<file path="src/rtl/uart_pkg.sv">
// Shared types for the UART transmit/receive blocks.
// Optional break support is compiled in with UART_TX_BREAK_EN.
package uart_pkg;

    typedef enum logic [1:0] {
        PAR_NONE = 2'd0,
        PAR_EVEN = 2'd1,
        PAR_ODD  = 2'd2,
        PAR_RSVD = 2'd3
    } parity_mode_t;

`ifdef UART_TX_BREAK_EN
    typedef enum logic [2:0] {IDLE, START, DATA, PARITY, STOP, BREAK, MARK} tx_state_t;
`else
    typedef enum logic [2:0] {IDLE, START, DATA, PARITY, STOP} tx_state_t;
`endif

    // The reserved encoding behaves like "no parity".
    function automatic logic parity_enabled(input parity_mode_t mode);
        return (mode == PAR_EVEN) || (mode == PAR_ODD);
    endfunction

endpackage

</file>
<file path="src/rtl/uart_baud_gen.sv">
// Bit-period timer shared by the UART transmitter and receiver.
// tick pulses on the last clock of every divisor-clock bit period; a divisor
// of 0 behaves like 1. While clear is high the count is held at zero so
// the first period after clear is released is a full one.
module uart_baud_gen
    import uart_pkg::*;
#(
    parameter int DIV_W = 16
) (
    input  logic             clk,
    input  logic             reset,
    input  logic             clear,
    input  logic [DIV_W-1:0] divisor,
    output logic             tick
);

    logic [DIV_W-1:0] cnt;
    logic [DIV_W-1:0] last;

    assign last = (divisor == '0) ? '0 : divisor - DIV_W'(1);
    // >= rather than == so the count can never run past the terminal value
    assign tick = !clear && (cnt >= last);

    // Up-count within one bit period, restart on clear or at the period end
    always_ff @(posedge clk or posedge reset) begin
        if (reset)
            cnt <= '0;
        else if (clear || tick)
            cnt <= '0;
        else
            cnt <= cnt + DIV_W'(1);
    end

endmodule

</file>
<file path="src/rtl/uart_tx_param.sv">
// Parametrised UART transmitter: DATA_W data bits LSB first, runtime parity
// and stop-bit selection, valid/ready input handshake.
// Define UART_TX_BREAK_EN to add the send_break input (line break + mark).
//
// state  | meaning
// IDLE   | line high, ready to accept a character
// START  | start bit (low) for D clocks
// DATA   | DATA_W data bits, LSB first, D clocks each
// PARITY | parity bit for D clocks (skipped when parity is off)
// STOP   | 1 or 2 stop bits (high); tx_done on the last clock
// BREAK  | line held low while send_break is asserted
// MARK   | one D-clock high period after a break
module uart_tx_param
    import uart_pkg::*;
#(
    parameter int DATA_W = 8,
    parameter int DIV_W  = 16
) (
    input  logic              clk,
    input  logic              reset,
    input  logic              in_valid,
    output logic              in_ready,
    input  logic [DATA_W-1:0] in_data,
    input  parity_mode_t      parity_mode,
    input  logic              stop_sel,
    input  logic [DIV_W-1:0]  baud_divisor,
`ifdef UART_TX_BREAK_EN
    input  logic              send_break,
`endif
    output logic              tx_out,
    output logic              busy,
    output logic              tx_done
);

    localparam int CNT_W = $clog2(DATA_W + 1);
    localparam logic [CNT_W-1:0] LAST_BIT = CNT_W'(DATA_W - 1);

    tx_state_t         state;
    logic [DATA_W-1:0] shift_q;
    logic              par_bit_q;
    logic              par_en_q;
    logic              stop2_q;
    logic [DIV_W-1:0]  div_q;
    logic [CNT_W-1:0]  bit_cnt;
    logic              tick;
    logic              baud_clear;
    logic              accept;

`ifdef UART_TX_BREAK_EN
    assign in_ready = (state == IDLE) && !reset && !send_break;
`else
    assign in_ready = (state == IDLE) && !reset;
`endif
    assign accept = in_valid && in_ready;
    assign busy   = (state != IDLE);
    // In STOP, bit_cnt counts stop bits already sent
    assign tx_done = (state == STOP) && tick && (!stop2_q || bit_cnt[0]);

    // Hold the bit timer at zero whenever no timed bit is on the line
    always_comb begin
        baud_clear = (state == IDLE);
`ifdef UART_TX_BREAK_EN
        if (state == BREAK)
            baud_clear = 1'b1;
`endif
    end

    uart_baud_gen #(.DIV_W(DIV_W)) u_baud_gen (
        .clk     (clk),
        .reset   (reset),
        .clear   (baud_clear),
        .divisor (div_q),
        .tick    (tick)
    );

    // Frame sequencer with registered line output
    always_ff @(posedge clk or posedge reset) begin
        if (reset) begin
            state     <= IDLE;
            tx_out    <= 1'b1;
            shift_q   <= '0;
            par_bit_q <= 1'b0;
            par_en_q  <= 1'b0;
            stop2_q   <= 1'b0;
            div_q     <= '0;
            bit_cnt   <= '0;
        end else begin
            case (state)
                IDLE: begin
                    tx_out <= 1'b1;
`ifdef UART_TX_BREAK_EN
                    if (send_break) begin
                        state  <= BREAK;
                        tx_out <= 1'b0;
                    end else
`endif
                    if (accept) begin
                        state     <= START;
                        tx_out    <= 1'b0;
                        shift_q   <= in_data;
                        par_bit_q <= (^in_data) ^ (parity_mode == PAR_ODD);
                        par_en_q  <= parity_enabled(parity_mode);
                        stop2_q   <= stop_sel;
                        div_q     <= baud_divisor;
                        bit_cnt   <= '0;
                    end
                end
                START: begin
                    if (tick) begin
                        state  <= DATA;
                        tx_out <= shift_q[0];
                    end
                end
                DATA: begin
                    if (tick) begin
                        if (bit_cnt == LAST_BIT) begin
                            bit_cnt <= '0;
                            if (par_en_q) begin
                                state  <= PARITY;
                                tx_out <= par_bit_q;
                            end else begin
                                state  <= STOP;
                                tx_out <= 1'b1;
                            end
                        end else begin
                            shift_q <= shift_q >> 1;
                            tx_out  <= shift_q[1];
                            bit_cnt <= bit_cnt + CNT_W'(1);
                        end
                    end
                end
                PARITY: begin
                    if (tick) begin
                        state   <= STOP;
                        tx_out  <= 1'b1;
                        bit_cnt <= '0;
                    end
                end
                STOP: begin
                    if (tx_done)
                        state <= IDLE;
                    else if (tick)
                        bit_cnt <= bit_cnt + CNT_W'(1);
                end
`ifdef UART_TX_BREAK_EN
                BREAK: begin
                    tx_out <= 1'b0;
                    if (!send_break) begin
                        state  <= MARK;
                        tx_out <= 1'b1;
                        div_q  <= baud_divisor;
                    end
                end
                MARK: begin
                    if (tick)
                        state <= IDLE;
                end
`endif
                default: begin
                    state  <= IDLE;
                    tx_out <= 1'b1;
                end
            endcase
        end
    end

endmodule
</file>
<file path="config.mk">
export PLATFORM = sky130hd
export DESIGN_NAME = uart_tx_param
export DESIGN_NICKNAME = d
export VERILOG_FILES = /design/src/rtl/uart_pkg.sv /design/src/rtl/uart_baud_gen.sv /design/src/rtl/uart_tx_param.sv
export SDC_FILE = /design/constraint.sdc
export NUM_CORES = 1
export LEC_CHECK = 0
export CAP_MARGIN = 20
export CORE_UTILIZATION = 57
export DETAILED_ROUTE_END_ITERATION = 7
export PLACE_DENSITY_LB_ADDON = 0.25
export SLEW_MARGIN = 20
export SYNTH_ARGS = -nofsm -noshare
export SYNTH_HDL_FRONTEND = slang
export SYNTH_SLANG_ARGS = --single-unit
export TNS_END_PERCENT = 50
</file>
<file path="constraint.sdc">
create_clock -name clk -period 4.4 [get_ports clk]
set_input_delay 0.88 -clock clk [delete_from_list [all_inputs] [get_ports clk]]
set_output_delay 0.88 -clock clk [all_outputs]
set_load 0.05 [all_outputs]
</file>
# Word level (Yosys, flattened, before mapping)
# Index checks and enable logic that the tools add are counted.
[word_totals]
latchBits = 0
romBits = 0
memories = 0
out_inout_bits = 4
inputBits = 30
mem_bits_rw = 0
ff_bits = 51
[op_classes]
muxes = 28
n_lt_le_gt_ge = 1
n_addsub = 3
n_reduce_logical = 22
n_mul = 0
shifts = 0
div_mod_pow = 0
n_eq_ne = 16
n_bitwise = 2
[op_table]
columns = ["operator", "n"]
rows = [
  ["$mux W16", 2],
  ["$mux W4", 6],
  ["$mux W8", 3],
  ["$mux W3", 7],
  ["$ne A2 B2 Y1 const B", 9],
  ["$add A16 B1 Y16 const B", 1],
  ["$ge A16 B16 Y1", 1],
  ["$logic_not A16 Y1", 1],
  ["$pmux W4 S4", 1],
  ["$pmux W8 S2", 1],
  ["$sub A16 B1 Y16 const B", 1],
  ["$pmux W3 S5", 1],
  ["$reduce_and A6 Y1", 2],
  ["$reduce_and A4 Y1", 2],
  ["$reduce_xor A8 Y1", 1],
  ["$eq A3 B2 Y1 const B", 2],
  ["$mux W1", 6],
  ["$logic_and A1 B1 Y1", 5],
  ["$pmux W1 S5", 1],
  ["$add A4 B1 Y4 const B", 1],
  ["$eq A4 B3 Y1 const B", 1],
  ["$reduce_bool A4 Y1", 1],
  ["$eq A3 B1 Y1 const B", 1],
  ["$eq A3 B3 Y1 const B", 1],
  ["other kinds (10)", 14],
]

# Logic depth before layout (Yosys ltp)
# Gate-level depths: netlist of run 1.
[depth]
word_depth = 8
depth_mapped = 15
depth_no_buf = 13

# By module
# Synthesis of run 1 repeated with hierarchy kept, for this count alone.
[unflattened]
cells_unflattened = 339
area_unflattened_um2 = 3353.2
[modules_own_cells]
columns = ["mod", "n_inst", "seq_area_each_um2", "area_per_inst_um2", "cells_per_inst"]
rows = [
  ["uart_tx_param", 1, 877.1, 1808.0, 156],
  ["uart_baud_gen", 1, 400.4, 1545.2, 183],
]

# Worst setup path before layout of run 1
# No wires, ideal clock.
[synth_path]
path_type = "flip-flop to output port"
start = "reg div_q[6]"
end = "out tx_done"
slack_ns = 0.070
stages_incl_launch_ff = 12
n_path_buf = 0
arrival_ns = 3.450
t_required_ns = 3.520
path_cell_list = "dfrtp_1 > or4_1 > nor4_1 > nand2b_1 > nor3_1 > mux2i_1 > ha_1 > and4_4 > nand4_1 > or4_4 > a31oi_1 > and3_1"
[synth_between]
elab_chain_cells = 6
elab_cells_between_ends = 7
classes_between = "add/sub (1); order compare (1); mux (1); reduce/logical (4)"
[synth_lines]
columns = ["item", "line_no", "source"]
rows = [
  ["start, declared", "uart_tx_param.sv:43", "logic [DIV_W-1:0] div_q;"],
  ["start signal, assigned", "uart_tx_param.sv:104", "div_q <= baud_divisor;"],
  ["$sub A16 B1 Y16 or $logic_not A16 Y1 (tied branches)", "uart_baud_gen.sv:20", "assign last = (divisor == '0) ? '0 : divisor - DIV_W'(1);"],
  ["$mux W16 (*)", "uart_baud_gen.sv:20", ""],
  ["$ge A16 B16 Y1 (*)", "uart_baud_gen.sv:22", "assign tick = !clear && (cnt >= last);"],
  ["$logic_and A1 B1 Y1 (*)", "uart_baud_gen.sv:22", ""],
  ["$logic_and A1 B1 Y1 (*) (2 in series)", "uart_tx_param.sv:57", "assign tx_done = (state == STOP) && tick && (!stop2_q || bit_cnt[0]);"],
  ["end, declared", "uart_tx_param.sv:32", "output logic tx_done"],
]
# Every way passes the cells marked *; elsewhere a longest branch is shown, timed or not.

# Worst setup path after layout of run 1
[layout_path]
start = "reg div_q[8]"
end = "out tx_done"
# The elaborated chain is that of the path after synthesis.

==> results.cfg, run 1 <==
[outcome]
outcome = finished, violations left
violations = setup timing

[critical_path]
worst-path-max-fanout = 6
path_class = register to output port
cp_cell_sequence = or4_4 -> nor4_4 -> nand2b_1 -> nor2_2 -> nand2_2 -> buf_4 -> nand2_1 -> ha_1 -> and3_1 -> o311a_1 -> o21ai_4 -> a31oi_4 -> and3_4 -> buf_12
required_ns = 3.52
cp_slowest_cell = or4_4
endpoint_kind = output port
critPathMaxStageDelay_ns = 0.57
crit_arrival_ns = 3.59
crit_path_start_kind = register

[grt]
grt_pass1_wl_mm = 11.6
grt_max_degree = 52
grt-ovfl-total = 0
antenna_found_initial = 0
grt_pass1_vias = 2550
grt_usage_pct = 24.4

[sta]
finalCritPeriodShare_pct = 102
slew_headroom_pct = 42.7
period_needed_ns = 4.47
finalHoldViolCount = 0
drv_slew = 0
fin_skew_ns = 0.00227
tightest_slew_ns = 0.858
setup_viol = 1
max_clock_freq_mhz = 224
worst_slack_ns = -0.0729
rsz0062_at_grt = yes

[place]
dp_hpwl_mm = 4.75
portBuffers = 33
place_area_sq_um = 3680
finalWeightedCongestion = 0.856

[clocking]
cts-root-buf = clkbuf_8
htreeDepth = 2
clock_sinks = 51
cts_max_path_buffers = 2
numCtsBuffers = 5
cts_tree = yes
clkSlewWorstSetupHoldPaths_ns = 0.09
clk_latency_ns = 0.31

[detailed_routing]
num_vias = 2589
wl_mm = 6.77
vias_per_cell = 5.52
post_drt_wl_per_cell_um = 14.4
drt_iter0_markers = 124
drcViolationCount = 0
firstDrtPassIters = 4
drtAntennaViolNets = 0

[die]
rows = 27
dieWidth_um = 77.2
io-pin-count = 34
core_sq_um = 5470
die_y_um = 77.2
start_util_pct = 58.9
die-area_sq_um = 5960

[logic_synthesis]
yosysWarnings = 0
synth_top_area_cell = dfrtp_1
synth_seq_area_share_pct = 39.6
netlist.area_leader.share_pct = 38.8
synth-seq-cells = 51
ys.flop_type = dfrtp_1
syn_area_sq_um = 3230
synth.net_count = 405
synth_edf_count = 0
async_flop_share_pct = 100
syn_avg_cell_area_sq_um = 9.11
synth_area_leaders = dfrtp_1 (39%), nand2_1 (9.5%), ha_1 (8.1%)
syn_inst = 354
ys_types = 51

[power]
power_leakage_nw = 1.79
powerDensity_nw_per_um2 = 557
peakVddDrop_v = 0.000322

[finish]
n_antenna_cell = 0
final_area_sq_um = 3920
areaGrowthSynthToFinish_pct = 21.5
layout-drive-gt1-share_pct = 15.6
nets = 447
final_util_pct = 71.6

[job]
cap_violations = 0

[min_path]
hold_path.class = register to register
==> critical path: cells and delay by family, from the launching register on <==
family,cells,cell delay (ns)
simple gates,8,1.65
fa+ha+maj,1,0.25
flops,1,0.39
buf+inv,2,0.31
compound gates,3,0.67
==> what timing repair did <==
item                       in CTS  in global routing
hold buffers                    0                  0
buffers inserted                2                  0
gates resized for setup        15                  4
pin swaps                      10                  4
setup endpoints to repair       1                  1
gates cloned                    0                  1
==> cells in the mapped netlist (all sizes together) (4+ instances only) <==
cell type,n
nor2,28
dfrtp,50
mux2,15
and3,4
mux2i,5
ha,21
xor2,14
nand3,10
inv,11
and2,4
or3,5
nor4,5
nand2b,6
a21oi,10
nand4,4
xnor2,15
nor3,6
clkbuf,8
nand2,82
o21ai,14
==> flip-flops by register name (all words and copies together), names as in the netlist <==
| register | cells |
|---|---|
| tx_out | 1 |
| par_en_q | 1 |
| bit_cnt | 4 |
| state | 3 |
| shift_q | 8 |
| u_baud_gen.cnt | 16 |
| div_q | 16 |
| par_bit_q | 1 |
| stop2_q | 1 |
==> layer usage <==
metal / global-route usage [%] / vias up / wire length [um]
met5: 0 / - / 0
met4: 7.36 / 0 / 97
met3: 4.76 / 8 / 202
met2: 38.7 / 49 / 3230
met1: 33.7 / 1231 / 3240
li1: - / 1301 / -
==> power by group <==
part           total [mW]  internal, mW  switching [mW]
clock               0.338         0.173           0.165
sequential          0.822         0.638           0.184
combinational        1.02         0.486           0.536
total                2.18          1.30           0.885
==> layout by cell type, fill, tap and decap left out, types with 4 or more instances in the layout <==
cell / instances
nand2_1: 80
dfrtp_1: 50
clkdlybuf4s50_1: 32
nor2_1: 26
ha_1: 21
xnor2_1: 15
xor2_1: 14
o21ai_0: 13
buf_4: 11
a21oi_1: 10
inv_1: 10
nand3_1: 9
mux2_2: 8
mux2_4: 7
nand2b_1: 6
mux2i_1: 5
or3_1: 5
clkbuf_8: 5
and2_1: 4
nand4_1: 4
nor3_1: 4
==> logic make-up (layout without fill, tap and decap cells) <==
| family | count (synthesis) | in the layout | synth area share, % |
|---|---|---|---|
| DFF | 51 | 51 | 39.6 |
| adders and majority gates | 21 | 21 | 8.15 |
| buffers and inverters | 22 | 64 | 2.87 |
| muxes | 20 | 20 | 7.60 |
| xor gates and xnor gates | 29 | 29 | 7.87 |
| AOI/OAI and AO/OA | 44 | 44 | 9.58 |
| and+or+nand+nor | 167 | 168 | 24.3 |
==> path summary, 6_finish.rpt <==
check,startpoint,to,slack [ns],cells past startpoint
max,div_q[8]$_DFFE_PP0P_,tx_done,-0.07,14
min,stop2_q$_DFFE_PP0P_,stop2_q$_DFFE_PP0P_,0.50,2
max reg2reg,div_q[8]$_DFFE_PP0P_,shift_q[4]$_DFFE_PP0P_,0.58,14
min reg2reg,stop2_q$_DFFE_PP0P_,stop2_q$_DFFE_PP0P_,0.50,2
max in group asynchronous,reset,div_q[9]$_DFFE_PP0P_,2.83,2
min in group asynchronous,reset,state[2]$_DFFE_PP0P_,1.07,2
==> cell type report <==
cell class              count  area, sq um
multi-input cells         282         1960
well taps                  72         90.1
clock inverters             3         47.5
flip-flops and latches     51         1280
fillers                   444         1560
clock buffers               5         68.8
inverters                  11         42.5
repair buffers             45          434
==> stage by stage <==
stage | hold slack, ns | worst slack [ns] | setup TNS [ns] | std cells | power (mW)
2_1_floorplan | 0.438 | 0.0699 | 0 | 354 | 1.46
3_3_place_gp | 0.464 | 0.115 | 0 | 458 | 1.70
3_5_place_dp | 0.484 | 0.0241 | 0 | 458 | 1.74
4_1_cts | 0.508 | 0.00487 | 0 | 468 | 2.15
5_1_grt | 0.540 | -0.209 | -0.209 | 469 | 2.36
6_report | 0.504 | -0.0729 | -0.0729 | 469 | 2.18
Power figures use the tool's default switching activity.
==> inputs of run 2 (changes only) <==
--- a/config.mk
+++ b/config.mk
@@ -7,6 +7,7 @@
 export LEC_CHECK = 0
 export CAP_MARGIN = 20
 export CORE_UTILIZATION = 57
+export CTS_CLUSTER_DIAMETER = 80
 export DETAILED_ROUTE_END_ITERATION = 7
 export PLACE_DENSITY_LB_ADDON = 0.25
 export SLEW_MARGIN = 20
==> results of run 2 <==
Same layout as run 1: the final DEF is identical, and so are final timing and power.
==> inputs of run 3 (changes only) <==
--- a/config.mk
+++ b/config.mk
@@ -6,7 +6,7 @@
 export NUM_CORES = 1
 export LEC_CHECK = 0
 export CAP_MARGIN = 20
-export CORE_UTILIZATION = 57
+export CORE_UTILIZATION = 51
 export CTS_CLUSTER_DIAMETER = 80
 export DETAILED_ROUTE_END_ITERATION = 7
 export PLACE_DENSITY_LB_ADDON = 0.25
==> constraint.sdc (replaced) <==
create_clock -name clk -period 3.7 [get_ports clk]
set_input_delay 0.74 -clock clk [delete_from_list [all_inputs] [get_ports clk]]
set_output_delay 0.74 -clock clk [all_outputs]
set_load 0.05 [all_outputs]
==> run 3 against run 2 <==
- the flow still finishes with violations (setup timing)
- wire length is 7.0% higher
- global-route usage is 1.3 points lower
- core utilization is 3.4 points lower
- register-to-register slack worse by 0.63 ns
- final area is 4.9% higher
- sequential share of layout area is 1.5 points lower
- worst hold slack better by 0.0034 ns
- flip-flop and latch count stayed put
- sequential power is 19% higher
- critical path depth is 2 lower
==> results.cfg, run 3 (synthesis results as in run 1) <==
[outcome]
outcome = finished, violations left
violations = setup timing

[finish]
fill_cells = 480
final_common_cell = nand2_1
final_area_sq_um = 4110
nets = 470
largest_registers = div_q (16), u_baud_gen.cnt (16), shift_q (8)
final_cell_mix = nand2_1 (82), dfrtp_1 (50), buf_4 (33)
n_antenna_cell = 0
layout-drive-gt1-share_pct = 20.5
areaGrowthSynthToFinish_pct = 27.4

[min_path]
hold_end = stop2_q$_DFFE_PP0P_
min-delay-start = stop2_q$_DFFE_PP0P_
hold_path.class = register to register
hold_depth = 2

[grt]
grt_pass1_wl_mm = 11.8
grt-ovfl-total = 0
grt_pass1_vias = 2599
grt_max_degree = 52
grt_usage_pct = 23.2
antenna_found_initial = 0

[critical_path]
required_ns = 2.96
crit_path_start_kind = register
endpoint_kind = output port
r2r_cells = 14
critPathTopFamily = simple AND/OR/NAND/NOR gates
r2r-end = bit_cnt[0]$_DFFE_PP0P_
cp_common_cell = or4_4
crit_arrival_ns = 3.65
critPathMaxStageDelay_ns = 0.58
cp_cell_sequence = or4_4 -> nor4_4 -> nand2b_1 -> nor3_2 -> mux2i_1 -> ha_1 -> and4_4 -> nand4_1 -> or4_4 -> a31oi_4 -> and3_4 -> buf_12
reg2reg_slack_ns = -0.05
critPathBufInv = 1
cp_slowest_cell = or4_4
worst-path-max-fanout = 4
timing.rr.start = div_q[9]$_DFFE_PP0P_
path_class = register to output port

[sta]
tightest_slew_ns = 0.879
max_clock_freq_mhz = 228
rsz0062_at_grt = yes
holdWs_ns = 0.507
worst_slack_ns = -0.692
drv_slew = 0
finalHoldViolCount = 0
period_needed_ns = 4.39
fin_skew_ns = 0.00911
finalCritPeriodShare_pct = 119
setup_viol = 11
slew_headroom_pct = 41.3

[detailed_routing]
drcViolationCount = 0
firstDrtPassIters = 4
drtAntennaViolNets = 0
wl_mm = 7.25
drt_iter0_markers = 123
num_vias = 2758
vias_per_cell = 5.57
post_drt_wl_per_cell_um = 14.6

[place]
finalWeightedCongestion = 0.840
dp_hpwl_mm = 5.12
place_area_sq_um = 3920
dp_slack_ns = -0.295
portBuffers = 33

[clocking]
cts_tree = yes
cts-root-buf = clkbuf_8
cts_max_path_buffers = 2
clock_sinks = 51
clkSlewWorstSetupHoldPaths_ns = 0.10
holdBufCountCts = 0
clk_latency_ns = 0.32
htreeDepth = 2
numCtsBuffers = 5

[die]
start_util_pct = 53.5
core_sq_um = 6030
rows = 28
die_y_um = 81.5
io-pin-count = 34
dieWidth_um = 81.5
die-area_sq_um = 6650

[power]
powerDensity_nw_per_um2 = 682
peakVddDrop_v = 0.000329
total_power_mw = 2.80
power_leakage_nw = 1.91

[job]
cap_violations = 0
run 3: cell count changes in the layout (fill, tap and decap cells not counted), moves of 2 or more:
cell,delta
buf_4,+22
nand2_1,+2
nand2_2,-2
nor4_2,+2
nor4_4,-2
run 3: final cells by class:
| type | instances | area (sq um) | area share [%] |
|---|---|---|---|
| flip-flops and latches | 51 | 1280 | 31.1 |
| repair buffers | 68 | 619 | 15.1 |
| clock inverters | 3 | 43.8 | 1.07 |
| clock buffers | 5 | 68.8 | 1.67 |
| inverters | 11 | 42.5 | 1.04 |
| well taps | 75 | 93.8 | 2.28 |
| multi-input cells | 282 | 1960 | 47.8 |
run 3: per-layer routing:
metal | part of all wire, % | track usage [%] | vias up
li1 | - | - | 1354
met4 | 1.4 | 7.50 | 0
met5 | 0 | 0 | -
met3 | 3.7 | 4.33 | 11
met1 | 47 | 31.9 | 1327
met2 | 48 | 36.7 | 66
run 3: worst max path at each step:
stage	cells after the start	start	slack, ns	to
floorplan	13	div_q[7]$_DFFE_PP0P_	-0.14	tx_done
global placement	13	div_q[9]$_DFFE_PP0P_	-0.25	tx_done
detailed placement	12	div_q[9]$_DFFE_PP0P_	-0.30	tx_done
CTS	12	div_q[9]$_DFFE_PP0P_	-0.60	tx_done
global route	12	div_q[9]$_DFFE_PP0P_	-0.81	tx_done
finish	12	div_q[9]$_DFFE_PP0P_	-0.69	tx_done
run 3: report_power, final:
group / total [mW] / internal [mW] / switching, mW / leakage [nW]
clock: 0.400 / 0.202 / 0.198 / 0.0581
sequential: 0.975 / 0.759 / 0.216 / 0.653
combinational: 1.43 / 0.740 / 0.685 / 1.20
run 3: worst reg2reg max path, delay by kind of cell, from the launching register on:
| family | cells | cell delay, ns |
|---|---|---|
| adders and majority gates | 1 | 0.18 |
| buffers and inverters | 2 | 0.30 |
| DFF | 1 | 0.39 |
| muxes | 3 | 0.74 |
| and+or+nand+nor | 8 | 2.05 |
run 3: per-stage QoR:
stage,cells,util [%],TNS [ns]
floorplan,354,-,-0.145
global placement,484,65.0,-1.13
detailed placement,484,65.0,-1.61
CTS,492,67.3,-0.604
global route,495,68.2,-3.23
finish,495,68.2,-1.08
run 3: what timing repair did:
item,in CTS,in global routing
buffers inserted,0,2
resized for setup,6,6
endpoints found under the hold margin,0,0
setup endpoints to repair,13,16
pin swaps,2,1
cloned,0,1
